<file path="src/rtl/x_mem_responder.sv">
// Coprocessor memory-interface responder: turns x_mem requests into single-beat data-bus
// transactions and returns in-order results. Define FPU_SS_MEM_MISALIGN_EXC_EN to fault misaligned accesses.
package x_mem_responder_pkg;
  localparam int X_ID_W = 4;

  typedef enum logic [1:0] {
    SIZE_BYTE   = 2'd0,
    SIZE_HALF   = 2'd1,
    SIZE_WORD   = 2'd2,
    SIZE_DOUBLE = 2'd3
  } mem_size_e;

  typedef struct packed {
    logic [X_ID_W-1:0] id;
    logic [31:0]       addr;
    logic [1:0]        mode;
    mem_size_e         size;
    logic              we;
    logic [31:0]       wdata;
    logic              last;
    logic              spec;
  } x_mem_req_t;

  typedef struct packed {
    logic       exc;
    logic [5:0] exccode;
    logic       dbg;
  } x_mem_resp_t;

  typedef struct packed {
    logic [X_ID_W-1:0] id;
    logic [31:0]       rdata;
    logic              err;
    logic              dbg;
  } x_mem_result_t;
endpackage

module x_mem_responder
  import x_mem_responder_pkg::*;
#(
  parameter int X_ID_WIDTH = X_ID_W,
  parameter int DEPTH      = 2
) (
  input  logic          clk_i,
  input  logic          rst_ni,
  input  logic          x_mem_valid_i,
  output logic          x_mem_ready_o,
  input  x_mem_req_t    x_mem_req_i,
  output x_mem_resp_t   x_mem_resp_o,
  output logic          x_mem_result_valid_o,
  output x_mem_result_t x_mem_result_o,
  output logic          data_req_o,
  input  logic          data_gnt_i,
  output logic [31:0]   data_addr_o,
  output logic          data_we_o,
  output logic [3:0]    data_be_o,
  output logic [31:0]   data_wdata_o,
  input  logic          data_rvalid_i,
  input  logic [31:0]   data_rdata_i,
  input  logic          data_err_i
);

  typedef enum logic {IDLE, BUS_REQ} state_e;

  localparam int PTR_W = (DEPTH > 1) ? $clog2(DEPTH) : 1;
  typedef logic [PTR_W-1:0] ptr_t;
  typedef logic [PTR_W:0]   cnt_t;

  typedef struct packed {
    logic [X_ID_WIDTH-1:0] id;
    logic [1:0]            off;
    mem_size_e             size;
    logic                  we;
  } entry_t;

  state_e      state_q;
  logic        out_of_reset_q;
  entry_t      pend_q;
  entry_t      fifo_q [DEPTH];
  ptr_t        wptr_q, rptr_q;
  cnt_t        count_q;

  logic [1:0]  req_off;
  logic        is_double, misaligned, fault, full, bus_accept, push, pop;
  logic [3:0]  req_be;
  logic [31:0] req_wdata;
  entry_t      head;
  logic [31:0] rd_shift, load_rdata;

  // mode, last and spec have no effect on the transaction.
  logic unused_req_fields;
  assign unused_req_fields = ^{x_mem_req_i.mode, x_mem_req_i.last, x_mem_req_i.spec};

  always_comb begin
    // NOTE: every always_comb output gets a default first so no path infers a latch.
    req_off      = x_mem_req_i.addr[1:0];
    is_double    = (x_mem_req_i.size == SIZE_DOUBLE);
`ifdef FPU_SS_MEM_MISALIGN_EXC_EN
    misaligned   = ((x_mem_req_i.size == SIZE_HALF) && req_off[0]) ||
                   ((x_mem_req_i.size == SIZE_WORD) && (req_off != 2'b00));
`else
    misaligned   = 1'b0;
`endif
    fault        = is_double | misaligned;
    full         = (count_q == cnt_t'(DEPTH));

    case (x_mem_req_i.size)
      SIZE_BYTE: req_be = 4'b0001 << req_off;
      SIZE_HALF: req_be = 4'b0011 << req_off;
      default:   req_be = 4'b1111;
    endcase
    req_wdata    = x_mem_req_i.wdata << {req_off, 3'b000};

    // out_of_reset_q keeps ready low while rst_ni is asserted even if valid is high.
    x_mem_ready_o = out_of_reset_q && (state_q == IDLE) && x_mem_valid_i && !full;
    bus_accept    = x_mem_ready_o && !fault;

    x_mem_resp_o = '0;
    if (x_mem_ready_o && fault) begin
      x_mem_resp_o.exc     = 1'b1;
      x_mem_resp_o.exccode = x_mem_req_i.we ? (is_double ? 6'd7 : 6'd6)
                                            : (is_double ? 6'd5 : 6'd4);
    end

    push = (state_q == BUS_REQ) && data_gnt_i;
    pop  = data_rvalid_i && (count_q != '0);
  end

  always_comb begin
    head     = fifo_q[rptr_q];
    rd_shift = data_rdata_i >> {head.off, 3'b000};
    case (head.size)
      SIZE_BYTE: load_rdata = {24'b0, rd_shift[7:0]};
      SIZE_HALF: load_rdata = {16'b0, rd_shift[15:0]};
      default:   load_rdata = rd_shift;
    endcase
    if (head.we) load_rdata = '0;
  end

  // Request FSM; bus outputs are registered and held until the grant.
  always_ff @(posedge clk_i or negedge rst_ni) begin
    // NOTE: sequential state uses non-blocking assignments only, so every flop samples pre-edge values.
    if (!rst_ni) begin
      state_q        <= IDLE;
      out_of_reset_q <= 1'b0;
      pend_q         <= '0;
      data_req_o     <= 1'b0;
      data_addr_o    <= '0;
      data_we_o      <= 1'b0;
      data_be_o      <= '0;
      data_wdata_o   <= '0;
    end else begin
      out_of_reset_q <= 1'b1;
      unique case (state_q)
        IDLE: begin
          if (bus_accept) begin
            state_q      <= BUS_REQ;
            data_req_o   <= 1'b1;
            data_addr_o  <= {x_mem_req_i.addr[31:2], 2'b00};
            data_we_o    <= x_mem_req_i.we;
            data_be_o    <= req_be;
            data_wdata_o <= req_wdata;
            pend_q.id    <= X_ID_WIDTH'(x_mem_req_i.id);
            pend_q.off   <= req_off;
            pend_q.size  <= x_mem_req_i.size;
            pend_q.we    <= x_mem_req_i.we;
          end
        end
        BUS_REQ: begin
          if (data_gnt_i) begin
            state_q    <= IDLE;
            data_req_o <= 1'b0;
          end
        end
        default: state_q <= IDLE;
      endcase
    end
  end

  always_ff @(posedge clk_i or negedge rst_ni) begin
    if (!rst_ni) begin
      wptr_q  <= '0;
      rptr_q  <= '0;
      count_q <= '0;
    end else begin
      if (push) wptr_q <= wptr_q + ptr_t'(1);
      if (pop)  rptr_q <= rptr_q + ptr_t'(1);
      if (push && !pop)      count_q <= count_q + cnt_t'(1);
      else if (pop && !push) count_q <= count_q - cnt_t'(1);
    end
  end

  // NOTE: the entry storage is not reset; the pointers and count alone define which entries are valid.
  always_ff @(posedge clk_i) begin
    if (push) fifo_q[wptr_q] <= pend_q;
  end

  always_ff @(posedge clk_i or negedge rst_ni) begin
    if (!rst_ni) begin
      x_mem_result_valid_o <= 1'b0;
      x_mem_result_o       <= '0;
    end else begin
      x_mem_result_valid_o <= pop;
      if (pop) begin
        x_mem_result_o.id    <= X_ID_W'(head.id);
        x_mem_result_o.rdata <= load_rdata;
        x_mem_result_o.err   <= data_err_i;
        x_mem_result_o.dbg   <= 1'b0;
      end
    end
  end

endmodule

</file>
<file path="config.mk">
export PLATFORM = sky130hd
export DESIGN_NAME = x_mem_responder
export DESIGN_NICKNAME = d
export VERILOG_FILES = /design/src/rtl/x_mem_responder.sv
export SDC_FILE = /design/constraint.sdc
export NUM_CORES = 1
export LEC_CHECK = 0
export BUFFER_PORTS_ARGS = -buffer_cell sky130_fd_sc_hd__buf_2
export CAP_MARGIN = 5
export CORE_MARGIN = 5
export CORE_UTILIZATION = 50
export DETAILED_ROUTE_END_ITERATION = 8
export PLACE_DENSITY_LB_ADDON = 0.15
export SLEW_MARGIN = 20
export SYNTH_ARGS = -nofsm -noshare
export SYNTH_HDL_FRONTEND = slang
export SYNTH_SLANG_ARGS = --single-unit
</file>
<file path="constraint.sdc">
create_clock -name clk_i -period 2.1 [get_ports clk_i]
set_input_delay 0.21 -clock clk_i [delete_from_list [all_inputs] [get_ports clk_i]]
set_output_delay 0.21 -clock clk_i [all_outputs]
set_load 0.02 [all_outputs]
</file>
==> results_tabular.tex <==
\begin{tabular}{lr}
\hline
Metric & Value \\
\hline
\multicolumn{2}{l}{\textbf{STA}} \\
\quad Slew at the pin closest to its max-slew limit & a little under 0.8 ns \\
\quad Portion of the clock cycle consumed by the worst path in the final layout & 94.9\% \\
\quad Max transition margin & 48.4\% \\
\quad Final Hold Viols & 0 \\
\quad Fmax & approximately 500 MHz \\
\quad Clock period minus final worst setup slack & 1.99 ns \\
\quad Post-Route Setup TNS & 0 ns \\
\quad Final setup violating endpoints & 0 \\
\quad Clock Skew & about 0.0075 ns \\
\quad Unrepaired setup endpoints after global routing & no \\
\quad Final count of pins violating max slew & 0 \\
\multicolumn{2}{l}{\textbf{Clocking}} \\
\quad Clock network latency to the later pin of the worst-skew pair & approximately 0.4 ns \\
\quad Buffers from clock root to sink, at most & 2 \\
\quad TritonCTS clock tree & yes \\
\quad Root cell of the clock tree & sky130\_fd\_sc\_hd\_\_clkbuf\_16 \\
\quad Number of buffers created by CTS & 17 \\
\quad Clock Pin Slew Worst Setup and Hold Paths & 0.06 ns \\
\quad TritonCTS Sinks & approximately 140 \\
\quad \# H-tree levels & 4 \\
\quad Post-CTS repair timing setup buffer count & 0 \\
\multicolumn{2}{l}{\textbf{Routing}} \\
\quad Total iterations of the first detailed-routing run & 5 \\
\quad Number of remaining DRC errors & 0 \\
\quad Average wire length per cell after detail routing & $\sim$17 um \\
\quad Wirelength, routed & 18.3 mm \\
\quad Initial DRC count & $\sim$380 \\
\quad Antenna Nets Post-Route & 0 \\
\quad Via count normalized by instance count & roughly 5.3 \\
\quad Routed via count & between 5000 and 6000 \\
\multicolumn{2}{l}{\textbf{Yosys}} \\
\quad Total of warnings raised by yosys & 0 \\
\quad Fraction of the yosys area taken by sequential cells & between 50 and 60\% \\
\quad Share of flip-flops with an asynchronous set or reset & between 80 and 90\% \\
\quad Post-Synthesis Cell Area & 6420 um2 \\
\quad Cell count after synthesis & about 650 \\
\quad Total of flip-flops plus latches after synthesis & 138 \\
\quad Avg Cell Area, Syn & between 9 and 10 um2 \\
\quad Commonest register cell after synthesis & sky130\_fd\_sc\_hd\_\_dfrtp\_1 \\
\quad Number of enable flip-flop cells after synthesis & 18 \\
\quad Unique masters post-synth & 48 \\
\multicolumn{2}{l}{\textbf{Worst hold path}} \\
\quad HP Class & input pin to flop \\
\multicolumn{2}{l}{\textbf{Die}} \\
\quad Count of standard-cell rows & 41 \\
\quad Core area & around 13000 um2 \\
\quad Overall die width & roughly 120 um \\
\quad Die outline area & between 15000 and 20000 um2 \\
\quad I/O pins & 231 \\
\quad Starting Density & between 50\% and 60\% \\
\quad DIE HEIGHT & 123 um \\
\multicolumn{2}{l}{\textbf{Worst setup path}} \\
\quad Critical-path cell with the highest stage delay & sky130\_fd\_sc\_hd\_\_dfrtp\_1 \\
\quad Crit start category & flop \\
\quad Crit path arrival time & between 1.5 and 2 ns \\
\quad Nature of the critical path endpoint & output port \\
\quad Cell breakdown of the critical path & and3b\_1 -> nand2\_1 -> nor2\_4 -> and2\_1 -> buf\_2 \\
\quad Max incr delay on CP & 0.41 ns \\
\quad Type of the setup path with the least slack & flop to output port \\
\quad Highest net fanout along the worst path & 7 \\
\quad Req. time, crit path & 1.89 ns \\
\multicolumn{2}{l}{\textbf{Power}} \\
\quad Static Leakage & 4.40 nW \\
\quad Total design power & $\sim$12 mW \\
\quad Power density over the cells & around 1400 nW/um2 \\
\quad Peak supply drop & 896 uV \\
\multicolumn{2}{l}{\textbf{Outcome}} \\
\quad Status & completed \\
\multicolumn{2}{l}{\textbf{Finish}} \\
\quad Leading cell types in the layout, fill and taps excluded & sky130\_fd\_sc\_hd\_\_buf\_2, sky130\_fd\_sc\_hd\_\_nand2\_1, sky130\_fd\_sc\_hd\_\_dfrtp\_1 \\
\quad Area growth, synth to finish & 34.3\% \\
\quad Fraction of final layout cells with drive strength greater than 1 & a little over 30\% \\
\quad Most common library cell in the layout ignoring fill and taps & sky130\_fd\_sc\_hd\_\_buf\_2 \\
\quad Fill cells & slightly below 1000 \\
\quad Inserted Diodes & 0 \\
\quad Final core utilization & between 60\% and 70\% \\
\quad Post-layout net count & roughly 1000 \\
\multicolumn{2}{l}{\textbf{Place}} \\
\quad Number of buffers inserted by port buffering & between 200 and 250 \\
\quad Weighted congestion reported at the end of routability-driven placement & 0.935 \\
\quad Post-detail-place hpwl & 12.6 mm \\
\multicolumn{2}{l}{\textbf{GRT}} \\
\quad Pin count of the biggest net entering global routing & between 60 and 70 \\
\quad Number of antenna violations at the first check in global routing & 0 \\
\quad Via count of the first global-routing pass & between 5000 and 6000 \\
\quad Overall track demand over capacity in global routing & 24.5\% \\
\quad GRT Residual Overflow & 0 \\
\quad First-pass GRT wire length & between 20 and 30 mm \\
\multicolumn{2}{l}{\textbf{Run}} \\
\quad Max Cap Viol & 0 \\
\hline
\end{tabular}
[report_power, final]
part,leakage [nW],switching (mW),internal (mW)
Sequential,1.69,0.610,3.77
Clock,0.289,1.12,1.97
Combinational,2.42,2.85,1.62
Total,4.40,4.58,7.37
[final cells by class]
cell class / count / area (um2) / area share (%)
Sequential cell: 138 / 3540 / 41.1
Tap cell: 172 / 215 / 2.49
Clock buffer: 18 / 429 / 4.97
Multi-Input combinational cell: 456 / 2620 / 30.3
Clock inverter: 14 / 178 / 2.06
Timing Repair Buffer: 275 / 1620 / 18.8
Inverter: 6 / 22.5 / 0.261
[Yosys cell counts (all sizes together), types with 3 or more instances]
master  instances  share of area (%)
nand3           9               0.70
o21ai          32                2.7
a32o           16                2.5
a21o            9                1.1
nand2b         10               0.97
dfrtp         120                 47
clkbuf         19                1.1
xnor2           3               0.41
nor2b          12                1.2
a211oi         16                1.9
a21boi          8               0.94
mux2i          30                4.9
a21oi          55                4.3
inv             6               0.35
nor2           19                1.2
o31ai           8               0.94
buf            33                3.2
mux2            9                1.6
nand2         181                 11
a32oi           4               0.55
a22o            8                1.1
edfxtp         18                8.4
[layer usage]
| layer | GRT usage [%] | routed length, um | part of all wire [%] |
|---|---|---|---|
| met5 | 0 | 0 | 0 |
| met4 | 9.48 | 439 | 2.4 |
| met3 | 9.10 | 1620 | 8.9 |
| met2 | 39.7 | 8950 | 49 |
| met1 | 30.0 | 7250 | 40 |
[worst max-delay path, delay by kind of cell, from the launching register on]
family | cells | cell delay, ns
buffers and inverters | 1 | 0.16
DFF | 1 | 0.41
and+or+nand+nor | 4 | 0.80
[metrics by stage]
| step | instances | hold slack (ns) | cell area, um2 | worst slack [ns] |
|---|---|---|---|---|
| finish | 1079 | 0.0213 | 8630 | 0.107 |
| global route | 1079 | 0.00687 | 8630 | 0.0174 |
| CTS | 1079 | 0.00247 | 8620 | 0.0416 |
| detailed placement | 1010 | 0.141 | 7640 | 0.316 |
| global placement | 1010 | 0.140 | 7640 | 0.358 |
| floorplan | 652 | -0.0856 | 6440 | 0.436 |
[kinds of logic after synthesis]
logic type | after synthesis | synth area share, %
other cells | 2 | 0.117
buf+inv | 58 | 4.66
compound gates | 162 | 16.9
xor+xnor | 5 | 0.682
mux | 39 | 6.51
fa+ha+maj | 1 | 0.195
flops | 138 | 55.2
simple gates | 241 | 15.7
[repair_timing]
| action | 4_1_cts | 5_1_grt |
|---|---|---|
| hold buffers | 37 | 0 |
| setup endpoints to repair | 1 | 1 |
| endpoints found under the hold margin | 59 | 0 |
| resized for setup | 1 | 1 |
| pin swaps | 0 | 0 |
[flip-flops by register name, indices dropped and copies added (netlist names)]
name,count
data_addr_o,30
x_mem_result_valid_o,1
data_be_o,4
state_q,1
data_req_o,1
count_q,2
rptr_q,1
wptr_q,1
data_wdata_o,32
out_of_reset_q,1
x_mem_result_o,37
fifo_q,18
pend_q,9
[final timing paths]
kind,from,endpoint,slack [ns],cells after the start
max reg2reg,state_q,data_addr_o[26],0.27,5
min reg2reg,pend_q[4],fifo_q[0][4],0.46,0
min in group asynchronous,rst_ni,x_mem_result_o[1],0.25,2
max in group asynchronous,rst_ni,data_addr_o[15],1.11,3
min,data_gnt_i,state_q,0.02,2
max,state_q,x_mem_resp_o[2],0.11,5
No activity file was read; power rests on OpenSTA's default activity.
